## src/rtl/shift_seq.sv

```systemverilog
// shift_seq: multi-cycle sequencer for register-specified ARM shifts.
// Rm is shifted one bit per clock, so the result is ready k edges after accept.
// The result and carry-out are ARM-exact for LSL, LSR, ASR and ROR.
module shift_seq #(
  parameter int WIDTH = 32,
  parameter int CNT_W = 6
) (
  input  logic             clk,
  input  logic             rst_n,
  input  logic             start,
  output logic             ready,
  input  logic             flush,
  input  logic [WIDTH-1:0] rm_val,
  input  logic [1:0]       shift_type,
  input  logic [7:0]       shift_amt,
  input  logic             carry_in,
  output logic             busy,
  output logic             done,
  output logic [WIDTH-1:0] result,
  output logic             carry_out
);

  typedef enum logic [1:0] {IDLE, SHIFT, DONE} state_t;

  localparam logic [1:0] T_LSL = 2'b00;
  localparam logic [1:0] T_LSR = 2'b01;
  localparam logic [1:0] T_ASR = 2'b10;
  localparam logic [1:0] T_ROR = 2'b11;

  state_t           state, state_nxt;
  logic [WIDTH-1:0] work;
  logic [1:0]       typ;
  logic             sign;
  logic             cy;
  logic [CNT_W-1:0] cnt;
  logic [CNT_W-1:0] k_in;
  logic [WIDTH:0]   step;
  logic             accept;

  // Number of 1-bit iterations needed.
  // A count of 33 flushes LSL/LSR to zero with carry 0.
  // ASR saturates at 32, because further shifts do not change the result.
  // ROR only uses the low 5 bits of the amount.
  function automatic logic [CNT_W-1:0] iter_count(input logic [1:0] t, input logic [7:0] n);
    logic [CNT_W-1:0] k;
    k = '0;
    case (t)
      T_LSL, T_LSR: k = (n > 8'd33) ? CNT_W'(33) : CNT_W'(n);
      T_ASR:        k = (n > 8'd32) ? CNT_W'(32) : CNT_W'(n);
      default:      k = CNT_W'(n[4:0]);
    endcase
    return k;
  endfunction

  // One shift step. The return value is {carry, word}.
  // ASR fills with the sign bit latched at accept, not the current MSB.
  function automatic logic [WIDTH:0] shift_step(input logic [1:0] t, input logic [WIDTH-1:0] w,
                                                input logic s);
    logic [WIDTH:0] r;
    case (t)
      T_LSL:   r = {w[WIDTH-1], w[WIDTH-2:0], 1'b0};
      T_LSR:   r = {w[0], 1'b0, w[WIDTH-1:1]};
      T_ASR:   r = {w[0], s, w[WIDTH-1:1]};
      default: r = {w[0], w[0], w[WIDTH-1:1]};
    endcase
    return r;
  endfunction

  assign ready  = (state == IDLE) || (state == DONE);
  assign busy   = (state == SHIFT);
  assign done   = (state == DONE);
  assign accept = start && ready && !flush;
  assign k_in   = iter_count(shift_type, shift_amt);
  assign step   = shift_step(typ, work, sign);

  // State register.
  always_ff @(posedge clk or negedge rst_n) begin
    if (!rst_n) state <= IDLE;
    else        state <= state_nxt;
  end

  // Next-state logic.
  // flush wins over both iteration and a new request.
  always_comb begin
    state_nxt = state;
    case (state)
      IDLE, DONE: begin
        if (accept) state_nxt = (k_in == '0) ? DONE : SHIFT;
        else        state_nxt = IDLE;
      end
      SHIFT: begin
        if (flush)                  state_nxt = IDLE;
        else if (cnt == CNT_W'(1))  state_nxt = DONE;
      end
      default: state_nxt = IDLE;
    endcase
  end

  // Working register, counter and published result.
  // The result changes only on a zero-count accept or on the final shift edge.
  always_ff @(posedge clk or negedge rst_n) begin
    if (!rst_n) begin
      work      <= '0;
      typ       <= '0;
      sign      <= 1'b0;
      cy        <= 1'b0;
      cnt       <= '0;
      result    <= '0;
      carry_out <= 1'b0;
    end else if (accept) begin
      work <= rm_val;
      typ  <= shift_type;
      sign <= rm_val[WIDTH-1];
      cy   <= carry_in;
      cnt  <= k_in;
      if (k_in == '0) begin
        result    <= rm_val;
        carry_out <= (shift_amt == 8'd0) ? carry_in : rm_val[WIDTH-1];
      end
    end else if (state == SHIFT && !flush) begin
      {cy, work} <= step;
      cnt        <= cnt - CNT_W'(1);
      if (cnt == CNT_W'(1)) begin
        result    <= step[WIDTH-1:0];
        carry_out <= step[WIDTH];
      end
    end
  end

endmodule

```

## config.mk

```make
export PLATFORM = sky130hd
export DESIGN_NAME = shift_seq
export DESIGN_NICKNAME = d
export VERILOG_FILES = /design/src/rtl/shift_seq.sv
export SDC_FILE = /design/constraint.sdc
export NUM_CORES = 1
export LEC_CHECK = 0
export CORE_MARGIN = 2
export CORE_UTILIZATION = 35
export DETAILED_ROUTE_END_ITERATION = 6
export PLACE_DENSITY = 0.64
export SLEW_MARGIN = 40
export SYNTH_ARGS = -nofsm -noshare
export SYNTH_HDL_FRONTEND = slang
export SYNTH_SLANG_ARGS = --single-unit
export TNS_END_PERCENT = 20
```

## constraint.sdc

```tcl
create_clock -name clk -period 2.4 [get_ports clk]
set_clock_uncertainty 0.15 [all_clocks]
set_input_delay 0.48 -clock clk [delete_from_list [all_inputs] [get_ports clk]]
set_output_delay 0.48 -clock clk [all_outputs]
set_load 0.1 [all_outputs]
```

==> results.tsv <==
stage	metric	value	unit
status	status	finished, final reports clean	
layout	fillers	1020	
job	max_cap_violations	0	
worst_setup_path	arrival	2.32	ns
die	placementRows	38	
clocking	cts_tree	yes	
synthesis	synth_warnings	0	
synthesis	synth_edf_count	0	
detailed_routing	drc	0	
synthesis	synth_area	3880	sq um
detailed_routing	wl_per_cell	15.6	microns
die	chipHeight	109	microns
placement	postPlaceCellArea	4920	sq um
timing	rsz0062_at_grt	false	
worst_setup_path	path_max_fanout	16	
synthesis	syn-num-nets	373	
clocking	cts_resized	0	
global_route	gr-total-overflow	0	
layout	area_growth	33.6	%
timing	period_share	93.3	%
timing	hold_slack	0.345	ns
detailed_routing	drtPass1Iterations	4	
layout	drive_above_1_share	34.3	%
synthesis	synth-simple-area-share	8.70	%
clocking	path_clk_slew	0.08	ns
synthesis	syn_inst	324	
layout	diodes	0	
synthesis	yosysTopAreaCell	dfrtp_1	
die	die_x	109	microns
synthesis	synth-xor-area-share	0.903	%
timing	period_needed	2.24	ns
clocking	cts_root_buf	clkbuf_8	
worst_setup_path	path_class	input pin to register	
die	core_area	10800	sq um
timing	worst_slack	0.161	ns
global_route	grt_usage	15.8	%
synthesis	netlist.area_leader.share	49.0	%
worst_setup_path	required	2.49	ns
detailed_routing	dr_total_vias	2804	
global_route	grt_pass1_vias	2915	
pwr	power.leakage	2.38	nW
timing	worst_slew_pin_slew	0.519	ns
detailed_routing	routed_via_density	4.95	
global_route	antenna_found_initial	0	
die	start_util	35.8	%
die	ioPinCount	83	
global_route	grt_pass1_wl	14.6	mm
synthesis	ys_types	42	
global_route	grt_max_degree	46	
layout	fin_util	47.8	%
synthesis	synth_adder_area_share	0.645	%
synthesis	synth-seq-area-share	49.0	%
timing	setup_viol	0	
layout	fin_nets	470	
timing	tns	0	ns
synthesis	ys_ff_latch	76	
synthesis	synth_area_per_cell	12.0	sq um
synthesis	yosysMostFrequentCell	dfrtp_1	
worst_setup_path	cp-end-kind	register	
clocking	insertion_delay	0.35	ns
synthesis	synth_top_family_by_area	multiplexers	
detailed_routing	antenna_left	0	
worst_setup_path	start_kind	input pin	
placement	io_buffer_count	82	
synthesis	synthMuxAreaShare	29.0	%
synthesis	async_flop_share	100	%
clocking	numCtsBuffers	9	
timing	hold_viol_final	0	
synthesis	synthTopCellsByArea	dfrtp_1 (49%), mux2_4 (11%), mux2_2 (10%)	
clocking	cts-htree-levels	3	
synthesis	ys.flop_type	dfrtp_1	
timing	fmax	447	MHz
synthesis	ys_top_cells_by_count	dfrtp_1 (76), nand2_1 (45), o21ai_0 (37), mux2_2 (35), mux2i_1 (30)	
timing	slew_headroom	65.4	%
clocking	clock_path_buffers	2	
pwr	ir_drop	0.639	mV
layout	postLayoutCellArea	5180	sq um
pwr	powerDensity	1360	nW/um^2
detailed_routing	first_iter_violations	150	
timing	slew_violations	0	
placement	dp_hpwl	6.47	mm
detailed_routing	wl	8.84	mm
clocking	cts.sinks	76	
die	die_area	11900	sq um
synthesis	synth-compound-area-share	7.70	%
min_path	min_path_type	register to register	
placement	gp_congestion	0.815	
placement	pre_cts_slack	-0.201	ns
layout make-up:
cell class	count	area [sq um]	area share, %
tap	140	175	3.38
clock inverter	6	111	2.15
inverter	5	18.8	0.362
timing repair buffer	105	991	19.1
sequential	76	1900	36.7
clock buffer	10	138	2.66
multi-input combinational	224	1850	35.7
path summary, 6_finish.rpt:
path                                           start                     end  slack (ns)  cells past startpoint
max in group asynchronous                      rst_n   result[2]$_DFFE_PN0P_        1.00                      3
worst min-delay path                sign$_DFFE_PN0P_        sign$_DFFE_PN0P_        0.35                      2
worst max register to register  state[0]$_DFFE_PN0P_  result[21]$_DFFE_PN0P_        0.37                      5
min in group asynchronous                      rst_n  result[27]$_DFFE_PN0P_        0.49                      2
worst max-delay path                    shift_amt[1]  result[21]$_DFFE_PN0P_        0.16                      6
worst min register to register      sign$_DFFE_PN0P_        sign$_DFFE_PN0P_        0.35                      2
routing by layer:
layer | up-vias | wire [microns] | track usage (%)
met5 | - | 0 | 0
met4 | 0 | 146 | 5.97
met3 | 12 | 412 | 4.15
met2 | 64 | 4060 | 24.3
met1 | 1385 | 4230 | 21.5
li1 | 1343 | - | -
layout by cell type (no fill, tap or decap), types with 2 or more instances in the layout:
cell type,netlist,final
mux2_4,28,28
nor3_1,2,2
ha_1,2,2
bufinv_16,0,3
dfrtp_1,76,76
inv_1,5,5
o21ai_0,37,37
nor2_1,10,7
clkdlybuf4s50_1,0,45
buf_12,3,7
o22ai_1,3,3
mux2i_1,30,30
a211oi_1,2,2
a21oi_1,2,2
clkbuf_8,0,10
xnor2_1,2,2
nand2_1,45,45
nor2_4,1,3
buf_4,0,52
xor2_1,2,2
nand3_1,3,3
mux2_2,35,35
where the power goes:
part,switching (mW),total [mW],internal [mW]
registers,0.412,2.21,1.80
clock network,0.489,1.21,0.719
logic,2.39,3.64,1.25
total,3.29,7.06,3.76
state kept, by name, indices dropped and copies added, names as in the netlist:
name	count
typ	2
work	32
state	2
cnt	6
result	32
carry_out	1
sign	1
worst max-delay path: stages:
cell and delay, ns:
clkdlybuf4s50_1 0.42, or4_4 0.56, nor2_4 0.11, a21o_2 0.21, buf_12 0.19, mux2_4 0.32
stage by stage:
step / total power, mW / instances
3_3_place_gp: 5.83 / 549
2_1_floorplan: 4.99 / 324
6_report: 7.06 / 566
5_1_grt: 7.43 / 566
4_1_cts: 7.12 / 566
3_5_place_dp: 5.89 / 549
cells by family after synthesis:
| logic type | after synthesis |
|---|---|
| buf+inv | 24 |
| fa+ha+maj | 2 |
| xor+xnor | 4 |
| flops | 76 |
| simple gates | 72 |
| compound gates | 52 |
| mux | 94 |
what timing repair did:
action                     CTS  global route
buffers inserted             0             0
hold endpoints to repair    37             0
setup endpoints to repair    0             0
hold buffers                 1             0
Power figures use the tool's default switching activity.
